**src/rtl/evm_pkg.sv**
```systemverilog
// Shared defaults and helpers for the multi-channel push-button debouncer.
package evm_pkg;

    localparam int DEF_N_CH          = 4;
    localparam int DEF_STABLE_CYCLES = 4;

    // Index width for a channel number, never narrower than one bit
    function automatic int idx_w(input int n);
        return (n <= 2) ? 1 : $clog2(n);
    endfunction

endpackage

```
**src/rtl/button_debouncer_n_if.sv**
```systemverilog
// Button bus: raw levels in, debounced levels, edge pulses and press vote out.
interface button_debouncer_n_if #(
    parameter int N_CH   = 4,
    parameter int CODE_W = 2
);

    logic [N_CH-1:0]   din;
    logic [N_CH-1:0]   level;
    logic [N_CH-1:0]   press_pulse;
    logic [N_CH-1:0]   release_pulse;
    logic              press_valid;
    logic [CODE_W-1:0] press_code;
    logic              multi_press;

    modport master (
        output din,
        input  level,
        input  press_pulse,
        input  release_pulse,
        input  press_valid,
        input  press_code,
        input  multi_press
    );

    modport slave (
        input  din,
        output level,
        output press_pulse,
        output release_pulse,
        output press_valid,
        output press_code,
        output multi_press
    );

endinterface

```
**src/rtl/debounce_channel.sv**
```systemverilog
// One button: two-flop synchroniser, stability counter, level and edge pulses.
module debounce_channel #(
    parameter int STABLE_CYCLES = 4,
    parameter int CNT_W         = 3
) (
    input  logic clock,
    input  logic Reset,
    input  logic i_din,
    output logic o_level,
    output logic o_press,
    output logic o_release
);

    localparam logic [CNT_W-1:0] LAST = CNT_W'(STABLE_CYCLES - 1);

    logic             r_sync1;
    logic             r_sync2;
    logic [CNT_W-1:0] r_cnt;
    logic             r_level;
    logic             r_press;
    logic             r_release;

    // Any cycle where the synchronised input agrees with level restarts qualification
    always_ff @(posedge clock or posedge Reset) begin
        if (Reset) begin
            r_sync1   <= 1'b0;
            r_sync2   <= 1'b0;
            r_cnt     <= '0;
            r_level   <= 1'b0;
            r_press   <= 1'b0;
            r_release <= 1'b0;
        end else begin
            r_sync1   <= i_din;
            r_sync2   <= r_sync1;
            r_press   <= 1'b0;
            r_release <= 1'b0;
            if (r_sync2 == r_level) begin
                r_cnt <= '0;
            end else if (r_cnt == LAST) begin
                r_cnt     <= '0;
                r_level   <= ~r_level;
                r_press   <= ~r_level;
                r_release <= r_level;
            end else begin
                r_cnt <= r_cnt + CNT_W'(1);
            end
        end
    end

    assign o_level   = r_level;
    assign o_press   = r_press;
    assign o_release = r_release;

endmodule

```
**src/rtl/button_debouncer_n.sv**
```systemverilog
// N-channel debouncer with a single-press encoder over the registered press pulses.
module button_debouncer_n
    import evm_pkg::*;
#(
    parameter int N_CH          = DEF_N_CH,
    parameter int STABLE_CYCLES = DEF_STABLE_CYCLES,
    parameter int CNT_W         = $clog2(STABLE_CYCLES + 1)
) (
    input  logic                clock,
    input  logic                Reset,
    button_debouncer_n_if.slave bus
);

    localparam int CODE_W = idx_w(N_CH);

    logic [N_CH-1:0]   w_level;
    logic [N_CH-1:0]   w_press;
    logic [N_CH-1:0]   w_release;
    logic [4:0]        w_ones;
    logic [CODE_W-1:0] w_idx;
    logic              w_valid;

    for (genvar g = 0; g < N_CH; g++) begin : g_ch
        debounce_channel #(
            .STABLE_CYCLES (STABLE_CYCLES),
            .CNT_W         (CNT_W)
        ) u_ch (
            .clock     (clock),
            .Reset     (Reset),
            .i_din     (bus.din[g]),
            .o_level   (w_level[g]),
            .o_press   (w_press[g]),
            .o_release (w_release[g])
        );
    end

    // Simultaneous presses are counted so the vote can be rejected downstream
    always_comb begin
        w_ones = '0;
        w_idx  = '0;
        for (int i = 0; i < N_CH; i++) begin
            if (w_press[i]) begin
                w_ones = w_ones + 5'd1;
                w_idx  = CODE_W'(i);
            end
        end
    end

    assign w_valid = (w_ones == 5'd1);

    assign bus.level         = w_level;
    assign bus.press_pulse   = w_press;
    assign bus.release_pulse = w_release;
    assign bus.press_valid   = w_valid;
    assign bus.press_code    = w_valid ? w_idx : '0;
    assign bus.multi_press   = (w_ones > 5'd1);

endmodule

```
**src/flat_wrapper.sv**
```systemverilog
// flat-port wrapper written by rule: the top's interface ports become plain ports
module button_debouncer_n_flat import evm_pkg::*;
#(
    parameter int N_CH          = DEF_N_CH,
    parameter int STABLE_CYCLES = DEF_STABLE_CYCLES,
    parameter int CNT_W         = $clog2(STABLE_CYCLES + 1)
)
  (clock, Reset, bus_din, bus_level, bus_press_pulse, bus_release_pulse, bus_press_valid, bus_press_code, bus_multi_press);
  button_debouncer_n_if #(.N_CH(N_CH)) bus_i ();
  input  logic clock;
  input  logic Reset;
  input wire logic [$bits(bus_i.din)-1:0] bus_din;
  output wire logic [$bits(bus_i.level)-1:0] bus_level;
  output wire logic [$bits(bus_i.press_pulse)-1:0] bus_press_pulse;
  output wire logic [$bits(bus_i.release_pulse)-1:0] bus_release_pulse;
  output wire logic [$bits(bus_i.press_valid)-1:0] bus_press_valid;
  output wire logic [$bits(bus_i.press_code)-1:0] bus_press_code;
  output wire logic [$bits(bus_i.multi_press)-1:0] bus_multi_press;
  assign bus_i.din = bus_din;
  assign bus_level = bus_i.level;
  assign bus_press_pulse = bus_i.press_pulse;
  assign bus_release_pulse = bus_i.release_pulse;
  assign bus_press_valid = bus_i.press_valid;
  assign bus_press_code = bus_i.press_code;
  assign bus_multi_press = bus_i.multi_press;
  button_debouncer_n #(.N_CH(N_CH), .STABLE_CYCLES(STABLE_CYCLES), .CNT_W(CNT_W)) u_core (.clock(clock), .Reset(Reset), .bus(bus_i));
endmodule
```
**config.mk**
```make
export PLATFORM = sky130hd
export DESIGN_NAME = button_debouncer_n_flat
export DESIGN_NICKNAME = d
export VERILOG_FILES = /design/src/rtl/evm_pkg.sv /design/src/rtl/button_debouncer_n_if.sv /design/src/rtl/debounce_channel.sv /design/src/rtl/button_debouncer_n.sv /design/src/flat_wrapper.sv
export SDC_FILE = /design/constraint.sdc
export NUM_CORES = 1
export LEC_CHECK = 0
export CORE_ASPECT_RATIO = 0.7
export CORE_UTILIZATION = 45
export CTS_CLUSTER_DIAMETER = 30
export DETAILED_ROUTE_END_ITERATION = 12
export GPL_TIMING_DRIVEN = 0
export PLACE_DENSITY = 0.66
export SYNTH_ARGS = -nofsm -noshare
export SYNTH_HDL_FRONTEND = slang
export SYNTH_SLANG_ARGS = --single-unit
```
**constraint.sdc**
```tcl
create_clock -name clock -period 7.2 [get_ports clock]
set_input_delay 1.8 -clock clock [delete_from_list [all_inputs] [get_ports clock]]
set_output_delay 1.8 -clock clock [all_outputs]
set_load 0.02 [all_outputs]
```
==> flow_metrics.tcl <==
set metrics [dict create \
    status "finished clean" \
    synth.distinct_cells 21 \
    fin_nets 148 \
    fin_crit_sh_pct 63.4 \
    ys_seq_area_share_pct 58.5 \
    p_seq_share_pct 43.8 \
    slew_headroom_pct 22.9 \
    cts_buffers 5 \
    worstHoldStart "u_core.g_ch[2].u_ch.r_sync1" \
    worst_pin_slew_ns 1.16 \
    skew_ns 0.00384 \
    cellLeakagePower_nw 0.822 \
    dpl_worst_slack_ns 2.94 \
    post_dp_cell_area_um2 1620 \
    wl_met3_um 103 \
    finalWorstSetupSlack_ns 2.64 \
    synth_edf_count 0 \
    die_x_um 67.9 \
    design_area_um2 1720 \
    synthArstFlopShare_pct 100 \
    drt-initial-drc-count 24 \
    final.setup.tns_ns 0 \
    cp_common_cell "ha_1" \
    maxCapViolCount 0 \
    clk_pin_slew_ns 0.07 \
    slowest_stage "clkdlybuf4s50_1" \
    layout-drive-gt1-share_pct 21.3 \
    period_needed_ns 4.56 \
    postCtsSetupBuffers 0 \
    wl_met1_mm 1.01 \
    p_clk_share_pct 25.2 \
    hold_path.class "flop to flop" \
    dieHeight_um 48.1 \
    syn_area_um2 1370 \
    end_kind "primary output" \
    cp_max_fo 4 \
    grt_overflow 0 \
    cts_max_level 2 \
    crit_chain "inv_1 -> ha_1 -> xnor2_1 -> inv_2 -> ha_1 -> nand2_1 -> xor2_1 -> or2_2 -> clkdlybuf4s50_1" \
    syn_avg_cell_area_um2 12.8 \
    drc 0 \
    antenna_found_initial 0 \
    synthFlopType "dfrtp_1" \
    setup_violations 0 \
    wl_per_cell_um 11.6 \
    vias 806 \
    p_int_mw 0.386 \
    crit_required_ns 5.40 \
    cts_max_path_buffers 2 \
    final_antenna_net_count 0 \
    synth.most_common_cell "dfrtp_1" \
    route.met2.wl_um 855 \
    drv_slew 0 \
    clk_latency_ns 0.28 \
    start_util_pct 48.2 \
    sw_frac_of_total_pct 29.7 \
    num_rows 16 \
    area_growth_pct 25.4 \
    portBuffers 21 \
    holdPathEnd "u_core.g_ch[2].u_ch.r_sync2" \
    wirelength_mm 1.99 \
    top_layer_used "met4" \
    ctsResizeCount 0 \
    max_freq_mhz 219 \
    netlist.area_leader.share_pct 58.5 \
    cp.arrival_ns 2.76 \
    hold_violations 0 \
    grt_pass1_vias 742 \
    antenna_cells 0 \
    hpwlAfterDp_mm 1.44 \
    viasPerCell 4.69 \
    gp_congestion 0.707 \
    postCtsHoldBufs 0 \
    combinationalPowerShare_pct 31.1 \
    max_stage_delay_ns 0.59 \
    rsz0062_at_grt "false" \
    yosys.area.top_type "dfrtp_1" \
    ff2ff_path_depth 3 \
    clockRootBuffer "clkbuf_8" \
    first_pass_iters 2 \
    worstSetupPathType "flop to primary output" \
    rr_endpoint "u_core.g_ch[1].u_ch.o_level" \
    syn-instance-count 107 \
    synth.net_count 120 \
    die-area_um2 3270 \
    ir_worst_vdd_v 0.000175 \
    start_kind "flop" \
    coreArea_um2 2840 \
    grt_first_pass_wirelength_mm 3.31 \
    grt_usage_pct 15.0 \
    clkSinkCount 32 \
    rrSetupSlack_ns 5.91 \
    synth_area_leaders "dfrtp_1, buf_4, ha_1" \
    p_sw_mw 0.163 \
    whs_path_depth 0 \
    synth_seq_cells 32 \
    dp_cells 164 \
    grt_max_degree 33 \
    r2r-start "u_core.g_ch[1].u_ch.r_cnt[0]" \
    power_mw 0.549 \
    synth_common_cells "dfrtp_1, buf_4, nor3b_1" \
    stdcell_count 172 \
    synth_warnings 0 \
    cts_tree "built" \
    io_pins 22 \
    p_per_area_nw_per_um2 320 \
]
## registers in the layout (all words and copies together) (netlist names)
signal	flops
u_core.g_ch.u_ch.o_press	4
u_core.g_ch.u_ch.r_sync2	4
u_core.g_ch.u_ch.r_sync1	4
u_core.g_ch.u_ch.o_level	4
u_core.g_ch.u_ch.r_cnt	12
u_core.g_ch.u_ch.o_release	4
## layout make-up
cell class	instances	area, um2
clock inverters	2	10.0
plain buffers	13	97.6
flip-flops and latches	32	801
multi-input cells	57	452
fillers	236	1130
well taps	36	45.0
repair buffers	21	210
inverters	5	18.8
clock buffers	6	82.6
## power by group through the flow
stage / logic, mW / clock network [mW] / registers [mW]
floorplan: 0.120 / 0 / 0.238
global placement: 0.167 / 0 / 0.242
detailed placement: 0.172 / 0 / 0.244
finish: 0.171 / 0.138 / 0.240
CTS: 0.174 / 0.144 / 0.241
global route: 0.190 / 0.150 / 0.246
## stage by stage
stage / hold WS (ns) / utilization [%]
2_1_floorplan: 0.331 / -
3_3_place_gp: 0.333 / 57.1
3_5_place_dp: 0.336 / 57.1
4_1_cts: 0.352 / 60.4
5_1_grt: 0.369 / 60.4
6_report: 0.349 / 60.4
## cells by family after synthesis
logic type | after synthesis | share of synthesized area (%)
muxes | 4 | 3.29
buffers and inverters | 18 | 8.50
and+or+nand+nor | 36 | 16.9
DFF | 32 | 58.5
AOI/OAI and AO/OA | 3 | 1.92
xor gates and xnor gates | 7 | 4.48
adders and majority gates | 7 | 6.40
## worst max path at each step
stage	depth (start not counted)	slack, ns	start	endpoint
2_1_floorplan	8	3.42	u_core.g_ch[1].u_ch.o_press	bus_press_code[0]
3_3_place_gp	9	3.00	u_core.g_ch[1].u_ch.o_press	bus_multi_press
3_5_place_dp	9	2.94	u_core.g_ch[1].u_ch.o_press	bus_multi_press
4_1_cts	9	2.62	u_core.g_ch[1].u_ch.o_press	bus_multi_press
5_1_grt	9	2.41	u_core.g_ch[1].u_ch.o_press	bus_multi_press
6_report	9	2.64	u_core.g_ch[1].u_ch.o_press	bus_multi_press
## layer usage
metal	vias to the layer above	global-route usage [%]
met3	2	6.31
met2	18	22.2
met4	0	7.50
li1	402	-
met1	384	19.2
met5	-	0
## critical path, delay by kind of cell (launching register included)
kind | cells | cell delay, ns
AND/OR/NAND/NOR | 2 | 0.24
adder cells (fa/ha/maj) | 2 | 0.54
XOR/XNOR | 2 | 0.55
buffers and inverters | 3 | 0.73
flip-flops | 1 | 0.41
## cell usage in the layout (no fill, tap or decap), drive strengths merged, types with 2 or more instances in the layout
master         count
ha                 7
dfrtp             32
inv                5
buf               13
clkdlybuf4s50     21
mux2               4
nor3b             11
nand2b             2
nor3               6
nor2b              4
xnor2              6
nand2              2
clkinv             2
and3b              5
nor2               3
clkbuf             6
(Power assumes the default switching activity.)
